### src/rtl/downsampler_pkg.sv
// downsampler_pkg: shared definitions for the symbol downsampler and its
// benches (the upsampler bench uses the same OSR default so both sides match).
//   ds_state_t      - receiver FSM states
//   DS_OSR          - default samples per symbol period
//   DS_DW           - default sample/symbol width
//   DS_ACQ_SYMBOLS  - default acquisition length in symbol periods
//   DS_PHASE_W      - width of phase indices (covers OSR up to 16)
package downsampler_pkg;

  typedef enum logic [1:0] {
    IDLE,
    ACQUIRE,
    SELECT,
    TRACK
  } ds_state_t;

  localparam int unsigned DS_OSR         = 13;
  localparam int unsigned DS_DW          = 4;
  localparam int unsigned DS_ACQ_SYMBOLS = 16;
  localparam int unsigned DS_PHASE_W     = 4;

endpackage

### src/rtl/downsampler_phase_argmax.sv
// phase_argmax: sequential argmax over N unsigned accumulators, one entry per
// clock. Holding go high runs the search; done is high on the N-th cycle of
// go, together with the winning index on idx. Dropping go aborts the search.
// Strict greater-than: ties keep the lowest index, all-zero selects index 0.
//   clk, rst  - clock, asynchronous active-high reset
//   go        - run request (level)
//   acc       - accumulator array, entry i is phase i
//   done      - result valid this cycle
//   idx       - winning index (valid while done)
module phase_argmax
  import downsampler_pkg::*;
#(
  parameter int unsigned N  = DS_OSR,
  parameter int unsigned W  = 8,
  parameter int unsigned IW = DS_PHASE_W
) (
  input  logic                clk,
  input  logic                rst,
  input  logic                go,
  input  logic [N-1:0][W-1:0] acc,
  output logic                done,
  output logic [IW-1:0]       idx
);

  logic          busy;
  logic [IW-1:0] cnt;
  logic [IW-1:0] best_idx;
  logic [W-1:0]  best_val;
  logic [W-1:0]  cur;
  logic          last;
  logic          better;

  always_comb begin
    cur = '0;
    for (int unsigned i = 0; i < N; i++) begin
      if (cnt == IW'(i)) cur = acc[i];
    end
  end

  assign last   = (cnt == IW'(N - 1));
  assign better = (cur > best_val);

  // The last entry is resolved combinationally so the whole search spans
  // exactly N cycles of go: cycle 1 loads entry 0, cycles 2..N compare 1..N-1.
  assign done = busy && last;
  assign idx  = better ? cnt : best_idx;

  always_ff @(posedge clk or posedge rst) begin
    if (rst) begin
      busy     <= 1'b0;
      cnt      <= '0;
      best_idx <= '0;
      best_val <= '0;
    end else if (!go) begin
      busy <= 1'b0;
    end else if (!busy) begin
      busy     <= 1'b1;
      cnt      <= IW'(1);
      best_val <= acc[0];
      best_idx <= '0;
    end else if (!last) begin
      if (better) begin
        best_val <= cur;
        best_idx <= cnt;
      end
      cnt <= cnt + IW'(1);
    end else begin
      busy <= 1'b0;
    end
  end

endmodule

### src/rtl/downsampler.sv
// downsampler: acquires symbol timing on an oversampled stream by summing
// |sample| per phase over ACQ_SYMBOLS periods, picks the strongest phase and
// then emits one symbol per period with a single-cycle strobe.
//   clk, rst      - clock, asynchronous active-high reset
//   start         - pulse, (re)start acquisition; overrides everything
//   sample_valid  - sample_in valid this cycle
//   sample_in     - signed sample
//   symbol_out    - decimated symbol, held between strobes
//   symbol_valid  - one-cycle strobe, symbol_out new
//   locked        - timing acquired (tracking)
//   best_phase    - selected phase index
module downsampler
  import downsampler_pkg::*;
#(
  parameter int unsigned OSR         = DS_OSR,
  parameter int unsigned DW          = DS_DW,
  parameter int unsigned ACQ_SYMBOLS = DS_ACQ_SYMBOLS
) (
  input  logic          clk,
  input  logic          rst,
  input  logic          start,
  input  logic          sample_valid,
  input  logic [DW-1:0] sample_in,
  output logic [DW-1:0] symbol_out,
  output logic          symbol_valid,
  output logic          locked,
  output logic [3:0]    best_phase
);

  localparam int unsigned ACC_W = DW + $clog2(ACQ_SYMBOLS);
  localparam int unsigned SYM_W = (ACQ_SYMBOLS > 1) ? $clog2(ACQ_SYMBOLS) : 1;
  localparam int unsigned PH_W  = DS_PHASE_W;

  ds_state_t                   state, state_next;
  logic [PH_W-1:0]             phase_cnt;
  logic [SYM_W-1:0]            sym_cnt;
  logic [OSR-1:0][ACC_W-1:0]   acc;
  logic [DW-1:0]               mag;
  logic [ACC_W-1:0]            mag_ext;
  logic                        phase_last;
  logic                        acq_done;
  logic                        am_done;
  logic [PH_W-1:0]             am_idx;

  // Magnitude as unsigned DW bits: the most negative value maps to 2^(DW-1).
  assign mag        = sample_in[DW-1] ? ((~sample_in) + DW'(1)) : sample_in;
  assign mag_ext    = {{(ACC_W - DW){1'b0}}, mag};
  assign phase_last = (phase_cnt == PH_W'(OSR - 1));
  assign acq_done   = sample_valid && phase_last && (sym_cnt == SYM_W'(ACQ_SYMBOLS - 1));

  phase_argmax #(
    .N  (OSR),
    .W  (ACC_W),
    .IW (PH_W)
  ) u_argmax (
    .clk  (clk),
    .rst  (rst),
    .go   (state == SELECT),
    .acc  (acc),
    .done (am_done),
    .idx  (am_idx)
  );

  always_ff @(posedge clk or posedge rst) begin
    if (rst) state <= IDLE;
    else     state <= state_next;
  end

  always_comb begin
    state_next = state;
    if (start) begin
      state_next = ACQUIRE;
    end else begin
      case (state)
        IDLE:    state_next = IDLE;
        ACQUIRE: if (acq_done) state_next = SELECT;
        SELECT:  if (am_done)  state_next = TRACK;
        TRACK:   state_next = TRACK;
        default: state_next = IDLE;
      endcase
    end
  end

  always_ff @(posedge clk or posedge rst) begin
    if (rst) begin
      phase_cnt    <= '0;
      sym_cnt      <= '0;
      acc          <= '0;
      symbol_out   <= '0;
      symbol_valid <= 1'b0;
      locked       <= 1'b0;
      best_phase   <= '0;
    end else begin
      symbol_valid <= 1'b0;
      locked       <= (state_next == TRACK);
      if (start) begin
        // A sample arriving with start is the first sample of phase 0.
        acc     <= '0;
        sym_cnt <= '0;
        if (sample_valid) begin
          acc[0]    <= mag_ext;
          phase_cnt <= PH_W'(1);
        end else begin
          phase_cnt <= '0;
        end
      end else begin
        if (state != IDLE && sample_valid)
          phase_cnt <= phase_last ? '0 : phase_cnt + PH_W'(1);
        case (state)
          ACQUIRE: begin
            if (sample_valid) begin
              acc[phase_cnt] <= acc[phase_cnt] + mag_ext;
              if (phase_last) sym_cnt <= sym_cnt + SYM_W'(1);
            end
          end
          SELECT: begin
            if (am_done) best_phase <= am_idx;
          end
          TRACK: begin
            if (sample_valid && phase_cnt == best_phase) begin
              symbol_out   <= sample_in;
              symbol_valid <= 1'b1;
            end
          end
          default: ;
        endcase
      end
    end
  end

endmodule

### config.mk
export PLATFORM = sky130hd
export DESIGN_NAME = downsampler
export DESIGN_NICKNAME = d
export VERILOG_FILES = /design/src/rtl/downsampler_pkg.sv /design/src/rtl/downsampler_phase_argmax.sv /design/src/rtl/downsampler.sv
export SDC_FILE = /design/constraint.sdc
export NUM_CORES = 1
export LEC_CHECK = 0
export ABC_AREA = 1
export BUFFER_PORTS_ARGS = -buffer_cell sky130_fd_sc_hd__buf_2
export CORE_MARGIN = 4
export CORE_UTILIZATION = 35
export CTS_BUF_LIST = sky130_fd_sc_hd__clkbuf_4 sky130_fd_sc_hd__clkbuf_8
export CTS_CLUSTER_DIAMETER = 30
export DETAILED_ROUTE_END_ITERATION = 6
export PLACE_DENSITY = 0.49
export REMOVE_ABC_BUFFERS = 1
export SYNTH_ARGS = -nofsm -noshare
export SYNTH_HDL_FRONTEND = slang
export SYNTH_HIERARCHICAL = 1
export SYNTH_SLANG_ARGS = --single-unit
### constraint.sdc
create_clock -name clk -period 5.2 [get_ports clk]
set_input_delay 0.78 -clock clk [delete_from_list [all_inputs] [get_ports clk]]
set_output_delay 0.78 -clock clk [all_outputs]
set_load 0.02 [all_outputs]
* Word level (Yosys, flattened, before mapping) *
Cells that the tools add are included.

storage, ports and cells
  register bits = 141
  input port bits = 8
  output and inout port bits = 10
  word-level logic and storage cells = 123

operators by class
  add/sub/neg operators = 5
  magnitude comparators = 3
  equal/unequal tests = 21
  muxes and demuxes = 49
  bitwise operators = 2
  reductions and logical operators = 19

operator list
  cell                 count
  $mux 104             3
  $mux 8               18
  $bwmux 104           1
  $mux 4               14
  $bmux 8 s4           1
  $demux 8 s4          1
  $eq 4x4->1 const B   7
  $add 4x1->4 const B  4
  $eq 4x3->1 const B   4
  $reduce_and 3->1     4
  $reduce_bool 2->1    5
  $add 8x4->8          1
  $eq 4x2->1 const B   2
  $gt 8x8->1           1
  $pmux 2 s4           1
  $mux 1               7
  $eq 2x2->1 const B   3
  $logic_and 1x1->1    6
  $mux 2               3
  $lt 4x5->1 const B   1
  $eq 4x1->1 const B   1
  $eq 4x4->1           1
  $ge 4x1->1 const B   1
  $logic_not 4->1      1
  other kinds (6)      8

* Longest topological paths before layout *
Gate-level depths: netlist of run 1.

  word-level depth = 18
  gate-level depth with buffers = 32
  gate-level depth less buffers = 29

* Cells and area by module *
Netlist of run 1, hierarchy kept.

modules (own cells, without submodules)
  module        instances  cells each  area each (sq um)  sequential area each (sq um)
  downsampler   1          818         6622.6             3103.0
  phase_argmax  1          483         2448.6             425.4

* Least setup slack after synthesis of run 1 *
Ideal clock, no wire load.

  kind = reg2reg
  start = register u_argmax.cnt[0]
  end = register u_argmax.best_val[0]
  library setup time = 116 ps
  arrival = 3216 ps
  data required time = 5084 ps
  path slack = 1868 ps
  stages on the path, launching flop included = 31
  path buffers = 3
  clock period less this slack = 3332 ps
  path through = dfrtp_1 inv_1 ha_1 buf_2 inv_1 nor2_1 inv_1 buf_2 nor2_1 nor2_1 nand2_1 nand2_1 nand2_1 nand3_1 nand2_1 nand2_1 nand2_1 nand2_1 nand2_1 inv_1 ha_1 nand2_1 nor2_1 nand3_1 o21ai_1 a21oi_1 inv_2 buf_4 nor2_1 nand2_1 nand2_1

between the ends
  cells in the longest elaborated chain, start to end = 17
  elaborated cells on any way between the ends = 33
  those cells by class = order compare: 1; eq/ne: 14; mux: 16; reduce/logical: 2

ends and longest elaborated chain
  what                                                                RTL line                                                        text
  start: declaration                                                  downsampler_phase_argmax.sv:26                                  logic [IW-1:0] cnt;
  start signal: assignment                                            downsampler_phase_argmax.sv:66                                  cnt <= cnt + IW'(1);
  $logic_not 4->1                                                     downsampler_phase_argmax.sv:36                                  if (cnt == IW'(i)) cur = acc[i];
  $mux 8 (13 in a row)                                                downsampler_phase_argmax.sv:36
  $gt 8x8->1 / $mux 8 (equally long branches)                         downsampler_phase_argmax.sv:41, downsampler_phase_argmax.sv:62
  $ne 2x2->1 (no source line) / $mux 8 (equally long branches)        --
  $reduce_and 3->1 (no source line) / $mux 8 (equally long branches)  --
  end signal: assignment                                              downsampler_phase_argmax.sv:59                                  best_val <= acc[0];
  end signal: assignment                                              downsampler_phase_argmax.sv:63                                  best_val <= cur;
  end: declaration                                                    downsampler_phase_argmax.sv:28                                  logic [W-1:0] best_val;

Several ways; a longest one is shown, not always the timed one. The select of a mux whose other input is x is not followed.
A chain may end at the register's enable or synchronous reset.

* Final worst setup path of run 1 *
  start = register u_argmax.cnt[2]
  end = register u_argmax.best_val[0]

The elaborated chain is that of the path after synthesis.

==> metrics.csv, run 1 <==
metric,value,unit
transition time at the pin with the least slew margin,0.8249,ns
"IR drop worst, VDD",0.0001644,V
aggregate global-route resource usage,0.2323,
syn_area_per_cell,6.972,um^2
count of endpoints failing setup in the final report,0,
die width,169.0,um
post-cts sizing count,0,
Power Dens Cells,320.2,mW/mm^2
critical path start-end classification,register to register,
max-cap viol count,0,
number of buffers added to fix hold violations after cts,0,
"leading cell types in the layout, fill and taps excluded","423 x sky130_fd_sc_hd__nand2_1, 193 x sky130_fd_sc_hd__inv_1, 140 x sky130_fd_sc_hd__dfrtp_1, 126 x sky130_fd_sc_hd__nor2_1, 75 x sky130_fd_sc_hd__nand3_1",
number of buffers inserted during clock tree synthesis,17,
final period demand of the worst path,4.452,ns
leakage,5.006,nW
buffers inserted during post-CTS setup optimization,0,
leading cell types by total area after synthesis,"sky130_fd_sc_hd__dfrtp_1 39%, sky130_fd_sc_hd__nand2_1 18%, sky130_fd_sc_hd__inv_1 8.0%, sky130_fd_sc_hd__nor2_1 5.2%, sky130_fd_sc_hd__nand3_1 4.1%",
number of synthesized register bits,141,
Die Outline Area,0.02856,mm^2
part of the Yosys area used for sequential elements,0.3890,
count of inserted antenna diode cells,0,
synthesized instance count,1301,
total of warnings raised by yosys,6,
crit start category,register,
initial antenna violation count,0,
final worst clock skew,0.01817,ns
core area,0.02533,mm^2
Total Power,3.143,mW
share of flip-flops with an asynchronous set or reset after synthesis,1.000,
post-detailed-route DRC marker count,0,
Sw Share,0.4032,
hold violation total from the final report,0,
Post-Route Hold Slack,0.4286,ns
proportion of power drawn by the clock network,0.322,
Worst slew margin,0.4450,
Clock Tree Root,sky130_fd_sc_hd__clkbuf_8,
RD Place Congestion,0.9007,
Fill cells,2707,
total grt overflow,0,
IO Count,18,
global-route wire length before repair,50580,um
H-tree depth,4,
Via density,5.114,
status,"complete, no violations",
number of DRC markers in iteration 0,790,
maximum buffer depth of the clock tree,2,
endpoint class of the critical path,register,
maximum number of pins on one net before global-route repair,72,
detailed-route via count,8433,
post-placement cell count,1617,
clock tree from TritonCTS,done,
setup TNS,0,ns
prevailing post-synth register cell,sky130_fd_sc_hd__dfrtp_1,
Net Switching,1.267,mW
count of flip-flops with a built-in enable after synthesis,0,
WL per Instance,19.61,um
post-route fraction of the period consumed by the critical path,0.8561,
number of clock sinks,141,
number of nets in the layout,1337,
"Cell Area, Synth",0.009071,mm^2
drt pass-1 iters,6,
Area growth syn-to-layout,8.221,%
remaining antenna violation count after routing,0,
Crit path arrival time,4.80,ns
count of buffers from port buffering,17,
crit-path max FO,16,
unrepaired setup endpoints after global routing,false,
internal power,1.876,mW
vias in the first global route,8425,
register share of total power,0.374,
die span in y,169.0,um
Logic pwr share,0.304,
effective utilization at floorplan,0.3582,
row count,58,
clock slew at the register clock pins of the worst setup and hold paths,0.09,ns
"commonest non-fill, non-tap cell in the layout",sky130_fd_sc_hd__nand2_1,
Final Routed Wirelength,32330,um
max-slew violations,0,
path type of the worst min-delay path,primary input to asynchronous set/reset pin,
number of distinct library cells after synthesis,46,
DP HPWL,22900,um
Final Non-Filler Cells,1649,
clock network latency to the later pin of the worst-skew pair,0.47,ns
layout cell share with drive strength beyond 1,0.1084,
leading area contributor after synthesis,sky130_fd_sc_hd__dfrtp_1,
maximum clock frequency,0.2246,GHz
share of Yosys cell area claimed by the top area cell type,0.3890,
required time of the critical path,5.55,ns
[path summary, 6_finish.rpt]
check	to	from	depth (start not counted)	slack, ns
worst max register to register	u_argmax/best_val[0]	u_argmax/cnt[2]	26	0.75
worst min register to register	sym_cnt[3]	sym_cnt[3]	1	0.47
min in group clk	sym_cnt[3]	sym_cnt[3]	1	0.47
max in group asynchronous	acc[57]	rst	3	3.87
worst max-delay path	u_argmax/best_val[0]	u_argmax/cnt[2]	26	0.75
worst min-delay path	u_argmax/busy	rst	2	0.43
[sequential cells by signal (all words and copies together), names as in the netlist, 2 cells and up]
register,count
acc,104
u_argmax/best_val,8
best_phase,4
phase_cnt,4
sym_cnt,4
symbol_out,4
u_argmax/best_idx,4
u_argmax/cnt,4
state,2
[stage by stage]
stage	area, um^2	utilization	worst slack, ns
final	9817	0.3876	0.7482
after global routing	9817	0.3876	0.4379
after CTS	9817	0.3876	0.9496
after detailed placement	9389	0.3707	0.9586
after global placement	9389	0.3707	1.032
after floorplan	8770	-	1.121
[final cells by class]
cell class / instances / area, um^2 / area share
Multi-Input combinational cell: 909 / 4463 / 0.4546
Sequential cell: 141 / 3530 / 0.3595
Inverter: 206 / 780.7 / 0.07953
Tap cell: 330 / 412.9 / 0.04206
Clock buffer: 19 / 249.0 / 0.02536
Timing Repair Buffer: 31 / 202.7 / 0.02065
Clock inverter: 13 / 178.9 / 0.01823
[kinds of logic after synthesis]
group | synth area share
AOI/OAI and AO/OA | 0.1266
buffers and inverters | 0.1190
xor gates and xnor gates | 0.008552
adders and majority gates | 0.03255
and+or+nand+nor | 0.3218
DFF | 0.3890
muxes | 0.002483
[worst max-delay path: stages (launching register included)]
cell                      delay (ns)
sky130_fd_sc_hd__dfrtp_1        0.47
sky130_fd_sc_hd__nor2_2         0.38
sky130_fd_sc_hd__nand2_1        0.42
sky130_fd_sc_hd__o21ai_0        0.30
sky130_fd_sc_hd__inv_1          0.06
sky130_fd_sc_hd__nand2_1        0.11
sky130_fd_sc_hd__nand2_1        0.08
sky130_fd_sc_hd__nand2_1        0.11
sky130_fd_sc_hd__nand2_1        0.07
sky130_fd_sc_hd__nand2_1        0.07
sky130_fd_sc_hd__nand3_1        0.10
sky130_fd_sc_hd__nand2_1        0.09
sky130_fd_sc_hd__nand2_1        0.09
sky130_fd_sc_hd__nand2_1        0.08
sky130_fd_sc_hd__nand2_1        0.06
sky130_fd_sc_hd__nand2_1        0.15
sky130_fd_sc_hd__inv_1          0.06
sky130_fd_sc_hd__ha_1           0.27
sky130_fd_sc_hd__nand2_1        0.05
sky130_fd_sc_hd__nor2_1         0.12
sky130_fd_sc_hd__nand3_1        0.08
sky130_fd_sc_hd__o21ai_1        0.48
sky130_fd_sc_hd__a21oi_1        0.16
sky130_fd_sc_hd__inv_2          0.24
sky130_fd_sc_hd__nor2_1         0.08
sky130_fd_sc_hd__nand2_1        0.07
sky130_fd_sc_hd__nand2_1        0.05
[power groups by stage]
stage          logic, mW  clock network [mW]  registers, mW
6_report           0.955                1.01           1.17
5_1_grt             1.04                1.08           1.18
4_1_cts            0.945                1.03           1.17
3_5_place_dp       0.944                   0           1.20
3_3_place_gp       0.947                   0           1.20
2_1_floorplan      0.544                   0           1.19
[synthesized netlist by cell type (all sizes together) (4+ instances only)]
| cell type | number |
|---|---|
| nand2 | 429 |
| inv | 206 |
| dfrtp | 141 |
| nor2 | 139 |
| o21ai | 98 |
| nand3 | 87 |
| o22ai | 41 |
| a21oi | 36 |
| buf | 35 |
| ha | 22 |
| or2 | 12 |
| clkbuf | 10 |
| nand4 | 8 |
| xnor2 | 5 |
| nor4 | 4 |
| o211ai | 4 |
| o221ai | 4 |
[layer usage]
layer	global-route usage	wire (um)	vias to the layer above	part of all wire
li1	-	-	4104	-
met1	0.3355	15440	4033	0.48
met2	0.3531	14060	250	0.43
met3	0.04134	1932	46	0.060
met4	0.07665	896	0	0.028
met5	0	0	-	0
Power figures use the tool's default switching activity.
==> run 2, diff against run 1 <==
--- a/config.mk
+++ b/config.mk
@@ -9,7 +9,7 @@
 export BUFFER_PORTS_ARGS = -buffer_cell sky130_fd_sc_hd__buf_2
 export CORE_MARGIN = 4
 export CORE_UTILIZATION = 35
-export CTS_BUF_LIST = sky130_fd_sc_hd__clkbuf_4 sky130_fd_sc_hd__clkbuf_8
+export CTS_BUF_LIST = sky130_fd_sc_hd__clkbuf_8 sky130_fd_sc_hd__clkbuf_16
 export CTS_CLUSTER_DIAMETER = 30
 export DETAILED_ROUTE_END_ITERATION = 6
 export PLACE_DENSITY = 0.49
==> metrics.csv, run 2 (synthesis results as in run 1) <==
metric,value,unit,change
internal power,2.143,mW,+14%
layout cell share with drive strength beyond 1,0.1069,,-0.001516
post-route cell area,0.01000,mm^2,+1.9%
post-placement cell count,1617,,unchanged
number of DRC markers in iteration 0,728,,-7.8%
count of endpoints failing setup in the final report,0,,unchanged
die span in y,169.0,um,unchanged
drt pass-1 iters,5,,-1
proportion of power drawn by the clock network,0.383,,+0.061
post-detailed-route DRC marker count,0,,unchanged
Area growth syn-to-layout,10.25,%,
aggregate global-route resource usage,0.2336,,+0.001283
buffers inserted during post-CTS setup optimization,0,,unchanged
critical path start-end classification,register to register,,
Clock Tree Root,sky130_fd_sc_hd__clkbuf_16,,
die width,169.0,um,unchanged
clock tree from TritonCTS,done,,
clock slew at the register clock pins of the worst setup and hold paths,0.07,ns,-0.02 ns
Post-Route Hold Slack,0.4582,ns,+0.02960 ns
row count,58,,unchanged
max-slew violations,0,,unchanged
post-cts sizing count,0,,unchanged
Net Switching,1.311,mW,+3.5%
clock network latency to the later pin of the worst-skew pair,0.44,ns,-0.03 ns
crit start category,register,,
"flip-flop count of the largest register, all copies and words added",104,,unchanged
"leading cell types in the layout, fill and taps excluded","423 x sky130_fd_sc_hd__nand2_1, 195 x sky130_fd_sc_hd__inv_1, 140 x sky130_fd_sc_hd__dfrtp_1, 126 x sky130_fd_sc_hd__nor2_1, 75 x sky130_fd_sc_hd__nand3_1",,
Crit path arrival time,4.70,ns,-0.10 ns
max-cap viol count,0,,unchanged
Die Outline Area,0.02856,mm^2,unchanged
path type of the worst min-delay path,primary input to asynchronous set/reset pin,,
number of buffers inserted during clock tree synthesis,17,,unchanged
register share of total power,0.340,,-0.034
Final Worst Setup Slack,0.8156,ns,+0.06740 ns
RD Place Congestion,0.9007,,unchanged
Logic pwr share,0.276,,-0.028
"Most flops, register",acc,,
total grt overflow,0,,unchanged
Via density,5.127,,+0.26%
required time of the critical path,5.52,ns,-0.03 ns
Final Non-Filler Cells,1649,,unchanged
leakage,5.095,nW,+1.8%
post-route fraction of the period consumed by the critical path,0.8432,,-0.01296
vias in the first global route,8486,,+0.72%
count of buffers from port buffering,17,,unchanged
maximum buffer depth of the clock tree,2,,unchanged
DP HPWL,22900,um,unchanged
post-place instance area,0.009389,mm^2,unchanged
IO Count,18,,unchanged
crit-path max FO,16,,unchanged
status,"complete, no violations",,
detailed-route via count,8455,,+0.26%
final period demand of the worst path,4.384,ns,-0.06740 ns
number of buffers added to fix hold violations after cts,0,,unchanged
setup TNS,0,ns,unchanged
global-route wire length before repair,50870,um,+0.59%
Power Dens Cells,345.5,mW/mm^2,+7.9%
"commonest non-fill, non-tap cell in the layout",sky130_fd_sc_hd__nand2_1,,
Worst slew margin,0.4439,,-0.001022
remaining antenna violation count after routing,0,,unchanged
Regs by FF count,"acc: 104 flops, u_argmax/best_val: 8 flops",,
number of clock sinks,141,,unchanged
core area,0.02533,mm^2,unchanged
H-tree depth,4,,unchanged
effective utilization at floorplan,0.3582,,unchanged
maximum number of pins on one net before global-route repair,72,,unchanged
count of inserted antenna diode cells,0,,unchanged
Placement Setup Slack,0.9586,ns,unchanged
transition time at the pin with the least slew margin,0.8265,ns,+0.001518 ns
hold violation total from the final report,0,,unchanged
"IR drop worst, VDD",0.0002280,V,+39%
final worst clock skew,0.01240,ns,-0.005774 ns
unrepaired setup endpoints after global routing,false,,
post-route core utilization,0.3949,,+0.007262
maximum clock frequency,0.2281,GHz,+1.5%
Sw Share,0.3796,,-0.02362
initial antenna violation count,0,,unchanged
number of nets in the layout,1337,,unchanged
Total Power,3.455,mW,+9.9%
endpoint class of the critical path,register,,
WL per Instance,19.65,um,+0.23%
Final Routed Wirelength,32400,um,+0.23%
[run 2: changes by cell type in the layout (fill, tap and decap cells not counted), sizes merged]
cell | before | now
inv | 212 | 214
clkbuf | 19 | 17
[run 2: final timing paths]
kind                                  from              endpoint  slack (ns)  cells after the start
setup / recovery           u_argmax/cnt[2]  u_argmax/best_val[0]        0.82                     26
hold / removal                         rst         u_argmax/busy        0.46                      2
setup reg to reg           u_argmax/cnt[2]  u_argmax/best_val[0]        0.82                     26
hold reg to reg                 sym_cnt[3]            sym_cnt[3]        0.47                      1
max in group asynchronous              rst               acc[57]        3.87                      3
min in group clk                sym_cnt[3]            sym_cnt[3]        0.47                      1
[run 2: area by class of cell]
cell class	count	area (um^2)
clock inverter	15	186.4
multi-input combinational	909	4463
fill	2687	15330
tap	330	412.9
inverter	206	780.7
sequential	141	3530
timing repair buffer	31	202.7
clock buffer	17	425.4
[run 2: power by group through the flow]
stage / Sequential, mW / Clock (mW) / Combinational, mW
4_1_cts: 1.18 / 1.34 / 0.947
3_5_place_dp: 1.20 / 0 / 0.944
2_1_floorplan: 1.19 / 0 / 0.544
3_3_place_gp: 1.20 / 0 / 0.947
5_1_grt: 1.18 / 1.39 / 1.04
6_report: 1.18 / 1.32 / 0.955
[run 2: routing by layer]
layer / share of wire / routed length, um / up-vias / global-route usage
met2: 0.44 / 14110 / 268 / 0.3546
met4: 0.027 / 868 / 0 / 0.07350
met3: 0.061 / 1971 / 51 / 0.04787
li1: - / - / 4099 / -
met5: 0 / 0 / - / 0
met1: 0.48 / 15450 / 4037 / 0.3352
[run 2: critical path, stage by stage, from the launching register on]
cell	delay [ns]
sky130_fd_sc_hd__dfrtp_1	0.46
sky130_fd_sc_hd__nor2_2	0.37
sky130_fd_sc_hd__nand2_1	0.41
sky130_fd_sc_hd__o21ai_0	0.27
sky130_fd_sc_hd__inv_1	0.06
sky130_fd_sc_hd__nand2_1	0.10
sky130_fd_sc_hd__nand2_1	0.07
sky130_fd_sc_hd__nand2_1	0.11
sky130_fd_sc_hd__nand2_1	0.07
sky130_fd_sc_hd__nand2_1	0.07
sky130_fd_sc_hd__nand3_1	0.11
sky130_fd_sc_hd__nand2_1	0.09
sky130_fd_sc_hd__nand2_1	0.09
sky130_fd_sc_hd__nand2_1	0.08
sky130_fd_sc_hd__nand2_1	0.06
sky130_fd_sc_hd__nand2_1	0.15
sky130_fd_sc_hd__inv_1	0.06
sky130_fd_sc_hd__ha_1	0.27
sky130_fd_sc_hd__nand2_1	0.05
sky130_fd_sc_hd__nor2_1	0.12
sky130_fd_sc_hd__nand3_1	0.08
sky130_fd_sc_hd__o21ai_1	0.49
sky130_fd_sc_hd__a21oi_1	0.16
sky130_fd_sc_hd__inv_2	0.24
sky130_fd_sc_hd__nor2_1	0.08
sky130_fd_sc_hd__nand2_1	0.08
sky130_fd_sc_hd__nand2_1	0.05
